**src/rtl/mux_n_1_scan.sv**
```systemverilog
// mux_n_1_scan: registered N:1 multiplexer of W-bit channels with a manual
// select mode and an optional auto-scan mode (round-robin, DWELL cycles per
// channel). Every output is a flop; there is no combinational input-to-output
// path.
//
// Build option: define MUX_SCAN_EN to include the scan mode. Without it the
// SCAN state, scan pointer and dwell counter are not built, mode is ignored
// (an enabled edge always behaves as manual) and DWELL is unused.
//
// Ports:
//   clk      clock, all outputs update on the rising edge
//   rst_n    synchronous active-low reset, priority over all other inputs
//   in_bus   N*W channel data, channel k at in_bus[k*W +: W]
//   sel      manual channel select
//   mode     0 = manual, 1 = scan
//   en       enable; low forces the idle state
//   y        registered selected channel data
//   y_valid  y was updated on the last edge
//   cur_sel  index of the channel that produced y
//   err      last edge was a manual edge with sel >= N
module mux_n_1_scan #(
    parameter int N     = 4,
    parameter int W     = 8,
    parameter int DWELL = 4,
    localparam int SELW = $clog2(N)
) (
    input  logic            clk,
    input  logic            rst_n,
    input  logic [N*W-1:0]  in_bus,
    input  logic [SELW-1:0] sel,
    input  logic            mode,
    input  logic            en,
    output logic [W-1:0]    y,
    output logic            y_valid,
    output logic [SELW-1:0] cur_sel,
    output logic            err
);

    typedef enum logic [1:0] {
        IDLE   = 2'd0,
        MANUAL = 2'd1,
        SCAN   = 2'd2
    } state_t;

    state_t          state;
    logic [W-1:0]    y_p1;
    logic            vld_p1;
    logic [SELW-1:0] cur_sel_p1;
    logic            err_p1;

    logic [W-1:0] chan [N];
    logic         sel_ok;
    logic         scan_req;

    for (genvar k = 0; k < N; k++) begin : g_chan
        assign chan[k] = in_bus[k*W +: W];
    end

    assign sel_ok = (int'(sel) < N);

`ifdef MUX_SCAN_EN
    logic [SELW-1:0] p;
    logic [7:0]      cnt;
    logic [SELW-1:0] scan_idx;
    logic [7:0]      cnt_eff;

    assign scan_req = mode;
    // A scan edge that follows any non-scan edge always starts from channel 0
    // with a fresh dwell count, regardless of what p/cnt hold.
    assign scan_idx = (state == SCAN) ? p   : '0;
    assign cnt_eff  = (state == SCAN) ? cnt : 8'd0;
`else
    logic mode_unused;

    assign scan_req    = 1'b0;
    assign mode_unused = ^{mode, state};
`endif

    // ---- stage p0 -> p1: input sample to registered outputs ----
    always_ff @(posedge clk) begin
        if (!rst_n) begin
            state      <= IDLE;
            y_p1       <= '0;
            vld_p1     <= 1'b0;
            cur_sel_p1 <= '0;
            err_p1     <= 1'b0;
`ifdef MUX_SCAN_EN
            p          <= '0;
            cnt        <= 8'd0;
`endif
        end else if (!en) begin
            state  <= IDLE;
            vld_p1 <= 1'b0;
            err_p1 <= 1'b0;
`ifdef MUX_SCAN_EN
            p      <= '0;
            cnt    <= 8'd0;
`endif
        end else if (!scan_req) begin
            state <= MANUAL;
`ifdef MUX_SCAN_EN
            p     <= '0;
            cnt   <= 8'd0;
`endif
            if (sel_ok) begin
                y_p1       <= chan[sel];
                cur_sel_p1 <= sel;
                vld_p1     <= 1'b1;
                err_p1     <= 1'b0;
            end else begin
                // Out-of-range select: keep the last good data and flag it.
                vld_p1 <= 1'b0;
                err_p1 <= 1'b1;
            end
        end
`ifdef MUX_SCAN_EN
        else begin
            state      <= SCAN;
            y_p1       <= chan[scan_idx];
            cur_sel_p1 <= scan_idx;
            vld_p1     <= 1'b1;
            err_p1     <= 1'b0;
            if (cnt_eff == 8'(DWELL - 1)) begin
                cnt <= 8'd0;
                // Explicit wrap so non-power-of-two N never reaches index N.
                p   <= (scan_idx == SELW'(N - 1)) ? '0 : scan_idx + 1'b1;
            end else begin
                cnt <= cnt_eff + 8'd1;
                p   <= scan_idx;
            end
        end
`endif
    end

    assign y       = y_p1;
    assign y_valid = vld_p1;
    assign cur_sel = cur_sel_p1;
    assign err     = err_p1;

endmodule
```
**config.mk**
```make
export PLATFORM = sky130hd
export DESIGN_NAME = mux_n_1_scan
export DESIGN_NICKNAME = d
export VERILOG_FILES = /design/src/rtl/mux_n_1_scan.sv
export SDC_FILE = /design/constraint.sdc
export NUM_CORES = 1
export LEC_CHECK = 0
export BUFFER_PORTS_ARGS = -buffer_cell sky130_fd_sc_hd__buf_4
export CAP_MARGIN = 25
export CORE_MARGIN = 3
export CORE_UTILIZATION = 25
export DETAILED_ROUTE_END_ITERATION = 8
export SYNTH_ARGS = -nofsm -noshare
export SYNTH_HDL_FRONTEND = slang
export SYNTH_SLANG_ARGS = --single-unit
```
**constraint.sdc**
```tcl
create_clock -name clk -period 0.8 [get_ports clk]
set_input_delay 0.04 -clock clk [delete_from_list [all_inputs] [get_ports clk]]
set_output_delay 0.04 -clock clk [all_outputs]
set_load 0.005 [all_outputs]
```
==> results of run 1 <==
synth_stat cells:
cell type and n:
buf_4 2, conb_1 1, buf_6 1, nor2b_1 2, o221ai_1 7, o221ai_2 1, nand3b_1 8, dfxtp_1 11
nand3b_4 1, nand3_2 1, and2_1 1, buf_12 1, buf_2 1, mux2i_1 18
metal layers:
metal	track usage, %	vias to the layer above	wire length (um)
li1	-	311	-
met1	14.5	276	781
met2	17.5	34	847
met3	5.52	2	218
met4	5.08	0	10
met5	0	-	0
through the flow:
| stage | hold WS (ns) | util [%] | instances |
|---|---|---|---|
| 2_1_floorplan | 0.193 | - | 56 |
| 3_3_place_gp | 0.333 | 42.8 | 128 |
| 3_5_place_dp | 0.332 | 42.8 | 128 |
| 4_1_cts | 0.0524 | 43.9 | 132 |
| 5_1_grt | 0.0653 | 44.5 | 132 |
| 6_report | 0.0609 | 44.5 | 132 |
sequential cells by signal (all words and copies together) (netlist names):
register	flops
y	8
cur_sel	2
y_valid	1
area by class of cell:
type,instances,area (um2),area share [%]
Clock buffer,4,26.3,2.55
Multi-Input combinational cell,40,369,35.8
Sequential cell,11,229,22.2
Tap cell,28,35.0,3.40
Timing Repair Buffer,49,372,36.0
logic make-up (layout without fill, tap and decap cells):
kind of cell           Yosys count  in the layout  share of synthesized area [%]
AOI/OAI and AO/OA                8              8                           11.9
buffers and inverters            5             53                           8.01
DFF                             11             11                           34.4
muxes                           18             18                           28.1
other                            1              1                          0.585
and+or+nand+nor                 13             13                           17.0
path summary, 6_finish.rpt:
path,start,slack [ns],depth (start not counted),endpoint
setup / recovery,y[3]$_SDFFE_PN0P_,0.04,1,y[3]
hold / removal,sel[1],0.06,3,cur_sel[1]$_SDFFE_PN0P_
setup reg to reg,y[2]$_SDFFE_PN0P_,0.18,2,y[2]$_SDFFE_PN0P_
hold reg to reg,y[5]$_SDFFE_PN0P_,0.49,2,y[5]$_SDFFE_PN0P_
worst register-to-register path, stage by stage, from the launching register on:
cell and delay (ns):
dfxtp_1 0.32, nand3b_1 0.08, o221ai_1 0.10
repair_timing:
action / in CTS / in global routing
endpoints found under the hold margin: 0 / 0
setup endpoints to repair: 0 / 7
resized for setup: 0 / 8
power by group through the flow:
stage               combinational [mW]  sequential [mW]  clock (mW)
floorplan                        0.157            0.623           0
global placement                 0.366            0.622           0
detailed placement               0.372            0.622           0
CTS                              0.372            0.610       0.403
global route                     0.401            0.621       0.445
finish                           0.369            0.615       0.383
placed cells by master, fill, tap and decap left out, drive strengths merged:
cell	netlist	final
buf	5	49
mux2i	18	18
dfxtp	11	11
nand3b	9	9
o221ai	8	8
clkbuf	0	4
nor2b	2	2
nand3	1	1
and2	1	1
conb	1	1
==> flow_summary.json, run 1 <==
{
  "htreeDepth": 1,
  "initial_utilization_pct": 27.6,
  "cp_slowest_cell": "dfxtp_2",
  "dieArea_um2": 3210,
  "synth_top_cell_by_area": "dfxtp_1",
  "die_w_um": 56.6,
  "grt_max_degree": 18,
  "crit_buf_inv": 1,
  "startpoint_type": "register",
  "rows": 17,
  "critPathMaxFanout": 2,
  "pwr-share-comb_pct": 27.0,
  "syn-cell-area_um2": 641,
  "worst_ep_arrival_time_ns": 0.72,
  "fmax_ghz": 1.32,
  "place_congestion": 0.732,
  "hold_violations": 0,
  "cts_sinks": 11,
  "final-setup-viol-count": 0,
  "dp_hpwl_um": 1390,
  "syn_avg_cell_area_um2": 11.4,
  "finalWorstSetupSlack_ns": 0.0431,
  "crit_chain": "buf_4",
  "finalCriticalPeriod_ns": 0.757,
  "ys_top_cells_by_area": "dfxtp_1 (34%), mux2i_1 (28%), o221ai_1 (9.6%)",
  "slowest_delay_ns": 0.33,
  "swShare_pct": 25.0,
  "antenna_cells": 0,
  "criticalPathCategory": "register to output pin",
  "placed_area_um2": 992,
  "cts_tree": "built",
  "ir_drop_uv": 725,
  "fp.dieH_um": 56.6,
  "final.period_utilization_pct": 94.6,
  "routed_via_density": 4.72,
  "area_growth_pct": 60.9,
  "fin_nets": 143,
  "cts_buffers": 3,
  "synth-seq-cells": 11,
  "grt_pass1_wl_um": 2890,
  "seqPwrFrac_pct": 45.0,
  "p_sw_mw": 0.341,
  "root_buffer": "clkbuf_4",
  "synthesis.nets": 94,
  "rsz0062_at_grt": "false",
  "cts.path.max_buffers": 2,
  "grt_antenna_before_repair": 0,
  "power.density_nw_per_um2": 1330,
  "vias": 623,
  "hold_path_class": "input pin to register",
  "final_area_um2": 1030,
  "synth.distinct_cells": 14,
  "place_ws_ns": -0.0536,
  "leakagePower_nw": 0.512,
  "clock_latency_ns": 0.26,
  "status": "completed",
  "drive_gt1_share_pct": 59.6,
  "hold_buffers": 0,
  "finClkSkew_ns": 0,
  "grt_pass1_vias": 624,
  "clkPwrFrac_pct": 28.0,
  "end_kind": "output pin",
  "internal-power_mw": 1.03,
  "port_buffers": 47,
  "fillCellCount": 235,
  "post_cts_buffers": 0,
  "syn_inst": 56,
  "ant_nets": 0,
  "yosys_warnings": 0,
  "grt_usage_pct": 11.8,
  "grt_overflow": 0,
  "cap_viol_max_count": 0,
  "drt_iter0_drc": 2,
  "drv_slew": 0,
  "wl_per_cell_um": 14.1,
  "power.total_mw": 1.37,
  "synth_top_area_share_pct": 34.4,
  "routed_wl_um": 1860,
  "cp_top_family": "flip-flops",
  "core_um2": 2320,
  "drc": 0,
  "clk_pin_slew_worst_paths_ns": 0.07,
  "io_pins": 50,
  "seq_area_frac_synth_pct": 34.4,
  "required_ns": 0.76,
  "finalSetupTns_ns": 0,
  "drt_first_pass_iters": 4
}
Note: power is estimated with default switching activity, not from simulation.
==> run 2: changes to the inputs <==
--- a/config.mk
+++ b/config.mk
@@ -7,9 +7,10 @@
 export LEC_CHECK = 0
 export BUFFER_PORTS_ARGS = -buffer_cell sky130_fd_sc_hd__buf_4
 export CAP_MARGIN = 25
-export CORE_MARGIN = 3
+export CORE_MARGIN = 1.5
 export CORE_UTILIZATION = 25
 export DETAILED_ROUTE_END_ITERATION = 8
+export RECOVER_POWER = 50
 export SYNTH_ARGS = -nofsm -noshare
 export SYNTH_HDL_FRONTEND = slang
 export SYNTH_SLANG_ARGS = --single-unit
==> run 2 against run 1 <==
Combinational power down 3%. Sequential power down 0.8%. Via count increased by 0.32%. Count of clock-buffer cells in the layout is the same. Critical path type unchanged. Critical endpoint is now y[1]. Highest routed layer unchanged.
==> flow_summary.json, run 2 (synthesis results as in run 1) <==
{
  "fin_nets": 143,
  "cts.path.max_buffers": 2,
  "clock_latency_ns": 0.27,
  "critPathMaxFanout": 2,
  "io_pins": 50,
  "pwr-share-comb_pct": 26.5,
  "drt_first_pass_iters": 4,
  "layout.cells.most_common_list": "buf_4 (48), mux2i_1 (18), dfxtp_1 (10)",
  "clkPwrFrac_pct": 28.5,
  "worst_ep_arrival_time_ns": 0.73,
  "swShare_pct": 25.0,
  "drt_iter0_drc": 11,
  "internal-power_mw": 1.02,
  "grt_overflow": 0,
  "slowest_delay_ns": 0.34,
  "final_common_cell": "buf_4",
  "ant_nets": 0,
  "place_ws_ns": -0.0388,
  "finalWorstSetupSlack_ns": 0.0349,
  "cts_tree": "built",
  "die_w_um": 53.6,
  "drv_slew": 0,
  "initial_utilization_pct": 26.1,
  "finClkSkew_ns": 0,
  "clk_pin_slew_worst_paths_ns": 0.08,
  "grt_pass1_vias": 555,
  "dp_hpwl_um": 1310,
  "grt_max_degree": 18,
  "place_congestion": 0.643,
  "area_growth_pct": 58.0,
  "cts_sinks": 11,
  "leakagePower_nw": 0.505,
  "hold_buffers": 0,
  "grt_usage_pct": 12.5,
  "routed_via_density": 4.66,
  "holdWs_ns": 0.0606,
  "cp_slowest_cell": "dfxtp_1",
  "root_buffer": "clkbuf_4",
  "ir_drop_uv": 723,
  "antenna_cells": 0,
  "hold_violations": 0,
  "finalCriticalPeriod_ns": 0.765,
  "seqPwrFrac_pct": 45.0,
  "startpoint_type": "register",
  "power.total_mw": 1.35,
  "routed_wl_um": 1640,
  "largest_reg_flops": 8,
  "grt_pass1_wl_um": 2550,
  "grt_antenna_before_repair": 0,
  "cp_top_family": "flip-flops",
  "cts_buffers": 3,
  "hold_path_class": "input pin to register",
  "htreeDepth": 1,
  "power.density_nw_per_um2": 1340,
  "drc": 0,
  "crit_chain": "buf_4",
  "wl_per_cell_um": 12.2,
  "fmax_ghz": 1.31,
  "rows": 18,
  "dieArea_um2": 2880,
  "criticalPathCategory": "register to output pin",
  "status": "completed",
  "p_sw_mw": 0.339,
  "port_buffers": 47,
  "drive_gt1_share_pct": 51.9,
  "final.period_utilization_pct": 95.6,
  "rsz0062_at_grt": "false",
  "crit_buf_inv": 1,
  "cap_viol_max_count": 0,
  "vias": 625,
  "final-setup-viol-count": 0,
  "end_kind": "output pin",
  "required_ns": 0.76,
  "fp.dieH_um": 53.6,
  "core_um2": 2450
}
run 2: cell types whose count changed in the layout (fill, tap and decap cells not counted), sizes merged:
cell    delta
buf        -1
clkbuf     +1
run 2: power by group through the flow:
stage / clock network (mW) / registers (mW) / logic, mW
detailed placement: 0 / 0.621 / 0.371
finish: 0.385 / 0.610 / 0.359
CTS: 0.402 / 0.610 / 0.371
global placement: 0 / 0.623 / 0.366
floorplan: 0 / 0.623 / 0.157
global route: 0.417 / 0.614 / 0.394
run 2: per-stage QoR:
step                      setup TNS (ns)  util (%)  instances  area, um2
final                                  0      41.2        134       1010
after global routing                   0      41.2        134       1010
after CTS                              0      41.6        134       1020
after detailed placement          -0.142      40.5        130        995
after global placement          -0.00742      40.5        130        995
after floorplan                        0         -         56        641
run 2: metal layers:
layer | part of all wire (%) | routed length [um] | track usage (%)
met2 | 44 | 722 | 19.1
met3 | 14 | 221 | 5.83
met1 | 41 | 677 | 15.5
met5 | 0 | 0 | 0
met4 | 1.0 | 17 | 3.85
run 2: worst paths after layout:
check	from	endpoint	slack, ns	cells past startpoint
worst min register to register	y[5]$_SDFFE_PN0P_	y[5]$_SDFFE_PN0P_	0.50	2
worst max register to register	y[1]$_SDFFE_PN0P_	y[1]$_SDFFE_PN0P_	0.18	2
worst max-delay path	y[1]$_SDFFE_PN0P_	y[1]	0.03	1
worst min-delay path	sel[1]	cur_sel[1]$_SDFFE_PN0P_	0.06	3
run 2: repair_timing:
| item | CTS | global route |
|---|---|---|
| setup buffers | 0 | 0 |
| endpoints found under the hold margin | 0 | 0 |
| endpoints found under the setup margin | 0 | 1 |
| resized for setup | 0 | 1 |
run 2: tightest hold or removal path, stage by stage:
cell	delay (ns)
buf_4	0.10
mux2i_1	0.06
nor2b_1	0.09
run 2: area by class of cell:
class,instances,area [um2]
Timing Repair Buffer,49,364
Sequential cell,11,221
Multi-Input combinational cell,40,363
Clock buffer,4,26.3
Fill cell,247,1440
Tap cell,30,37.5
==> run 3: changes to the inputs <==
--- a/config.mk
+++ b/config.mk
@@ -7,6 +7,7 @@
 export LEC_CHECK = 0
 export BUFFER_PORTS_ARGS = -buffer_cell sky130_fd_sc_hd__buf_4
 export CAP_MARGIN = 25
+export CORE_ASPECT_RATIO = 1.5
 export CORE_MARGIN = 1.5
 export CORE_UTILIZATION = 25
 export DETAILED_ROUTE_END_ITERATION = 8
==> run 3 against run 2 <==
Critical path type unchanged. Sequential share of layout area up 0.12 points. Sequential power about the same. Combinational power up 1%. Largest cell class is now multi-input gates. Clock skew unchanged. Cell area unchanged. The run now ends with design-rule violations left. Highest routed layer unchanged. Global-route usage up 0.40 points. Total power down 0.12%. Via count up 2.7%.
==> flow_summary.json, run 3 (synthesis results as in run 1) <==
{
  "status": "finished with violations",
  "violations": "design-rule violations",
  "hold_path_class": "input pin to register",
  "dieArea_um2": 2880,
  "criticalPathCategory": "register to output pin",
  "finalCriticalPeriod_ns": 0.754,
  "seqPwrFrac_pct": 45.1,
  "die_w_um": 44.3,
  "fp.dieH_um": 65.0,
  "routed_via_density": 5.02,
  "initial_utilization_pct": 26.1,
  "io_pins": 50,
  "core_um2": 2450,
  "place_ws_ns": -0.0318,
  "cts.path.max_buffers": 2,
  "place_congestion": 0.601,
  "clkPwrFrac_pct": 28.1,
  "rsz0062_at_grt": "false",
  "cts_sinks": 11,
  "slowest_delay_ns": 0.33,
  "area_growth_pct": 58.0,
  "vias": 642,
  "grt_pass1_vias": 652,
  "finClkSkew_ns": 0,
  "finalSetupTns_ns": 0,
  "post_cts_resized": 0,
  "r2r_start": "y[4]$_SDFFE_PN0P_",
  "crit_chain": "buf_4",
  "rr_worst_depth": 2,
  "cap_viol_max_count": 0,
  "startpoint_type": "register",
  "cts_tree": "built",
  "hold_violations": 0,
  "fmax_ghz": 1.33,
  "power.density_nw_per_um2": 1340,
  "final_common_cell": "buf_4",
  "cp_top_family": "flip-flops",
  "p_sw_mw": 0.335,
  "drv_slew": 0,
  "critPathMaxFanout": 2,
  "crit_buf_inv": 1,
  "wl_per_cell_um": 13.5,
  "final-setup-viol-count": 0,
  "routed_wl_um": 1730,
  "drive_gt1_share_pct": 53.8,
  "power.total_mw": 1.35,
  "grt_max_degree": 18,
  "pwr-share-comb_pct": 26.8,
  "post_cts_buffers": 0,
  "end_kind": "output pin",
  "worst_ep_arrival_time_ns": 0.71,
  "drc": 5,
  "endpoint": "y[3]",
  "leakagePower_nw": 0.506,
  "hold_buffers": 0,
  "layout.cells.most_common_list": "buf_4 (48), mux2i_1 (18), dfxtp_1 (9)",
  "cp_slowest_cell": "dfxtp_2",
  "timing.rr.end": "y[4]$_SDFFE_PN0P_",
  "swShare_pct": 24.8,
  "port_buffers": 47,
  "drt_iter0_drc": 16,
  "rows": 22,
  "required_ns": 0.76,
  "htreeDepth": 1,
  "ir_drop_uv": 625,
  "fin_util_pct": 41.3,
  "clock_latency_ns": 0.26,
  "ant_nets": 0,
  "grt_antenna_before_repair": 0,
  "root_buffer": "clkbuf_4",
  "grt_usage_pct": 12.9,
  "final.period_utilization_pct": 94.3,
  "fin_nets": 143,
  "cts_buffers": 3,
  "clk_pin_slew_worst_paths_ns": 0.07,
  "drt_first_pass_iters": 6,
  "internal-power_mw": 1.02,
  "grt_overflow": 0,
  "largest_reg_flops": 8,
  "grt_pass1_wl_um": 2740,
  "r2r_slack_ns": 0.18,
  "cp.depth": 1,
  "holdWs_ns": 0.0563,
  "antenna_cells": 0,
  "startpoint": "y[3]$_SDFFE_PN0P_",
  "finalWorstSetupSlack_ns": 0.0459
}
## run 3: changes by cell type in the layout (fill, tap and decap cells not counted)
cell / previous run / this run
o221ai_2: 0 / 1
dfxtp_2: 1 / 2
dfxtp_1: 10 / 9
o221ai_1: 8 / 7
## run 3: stage by stage
step / instance area [um2] / cells
after floorplan: 641 / 56
after global placement: 987 / 124
after detailed placement: 987 / 124
after CTS: 1010 / 128
after global routing: 1010 / 128
final: 1010 / 128
## run 3: cell type report
cell class	count	area [um2]
fillers	246	1440
clock buffers	4	26.3
flip-flops and latches	11	223
multi-input cells	40	369
well taps	24	30.0
repair buffers	49	364
## run 3: how the worst min path moves through the flow
stage,slack [ns],depth (start not counted),startpoint,to
2_1_floorplan,0.19,2,rst_n,y[7]$_SDFFE_PN0P_
3_3_place_gp,0.33,3,in_bus[19],y[3]$_SDFFE_PN0P_
3_5_place_dp,0.33,3,in_bus[19],y[3]$_SDFFE_PN0P_
4_1_cts,0.05,3,in_bus[19],y[3]$_SDFFE_PN0P_
5_1_grt,0.07,3,in_bus[19],y[3]$_SDFFE_PN0P_
6_report,0.06,3,in_bus[19],y[3]$_SDFFE_PN0P_
## run 3: layer usage
layer | global-route usage (%) | vias to the layer above | part of all wire (%)
li1 | - | 315 | -
met1 | 13.6 | 297 | 36
met2 | 22.8 | 28 | 54
met3 | 2.79 | 2 | 9.0
met4 | 6.82 | 0 | 1.1
met5 | 0 | - | 0
## run 3: power groups by stage
stage / Sequential (mW) / Clock [mW] / Combinational [mW]
finish: 0.610 / 0.380 / 0.363
global placement: 0.620 / 0 / 0.364
global route: 0.614 / 0.426 / 0.398
CTS: 0.609 / 0.402 / 0.372
detailed placement: 0.621 / 0 / 0.371
floorplan: 0.623 / 0 / 0.157
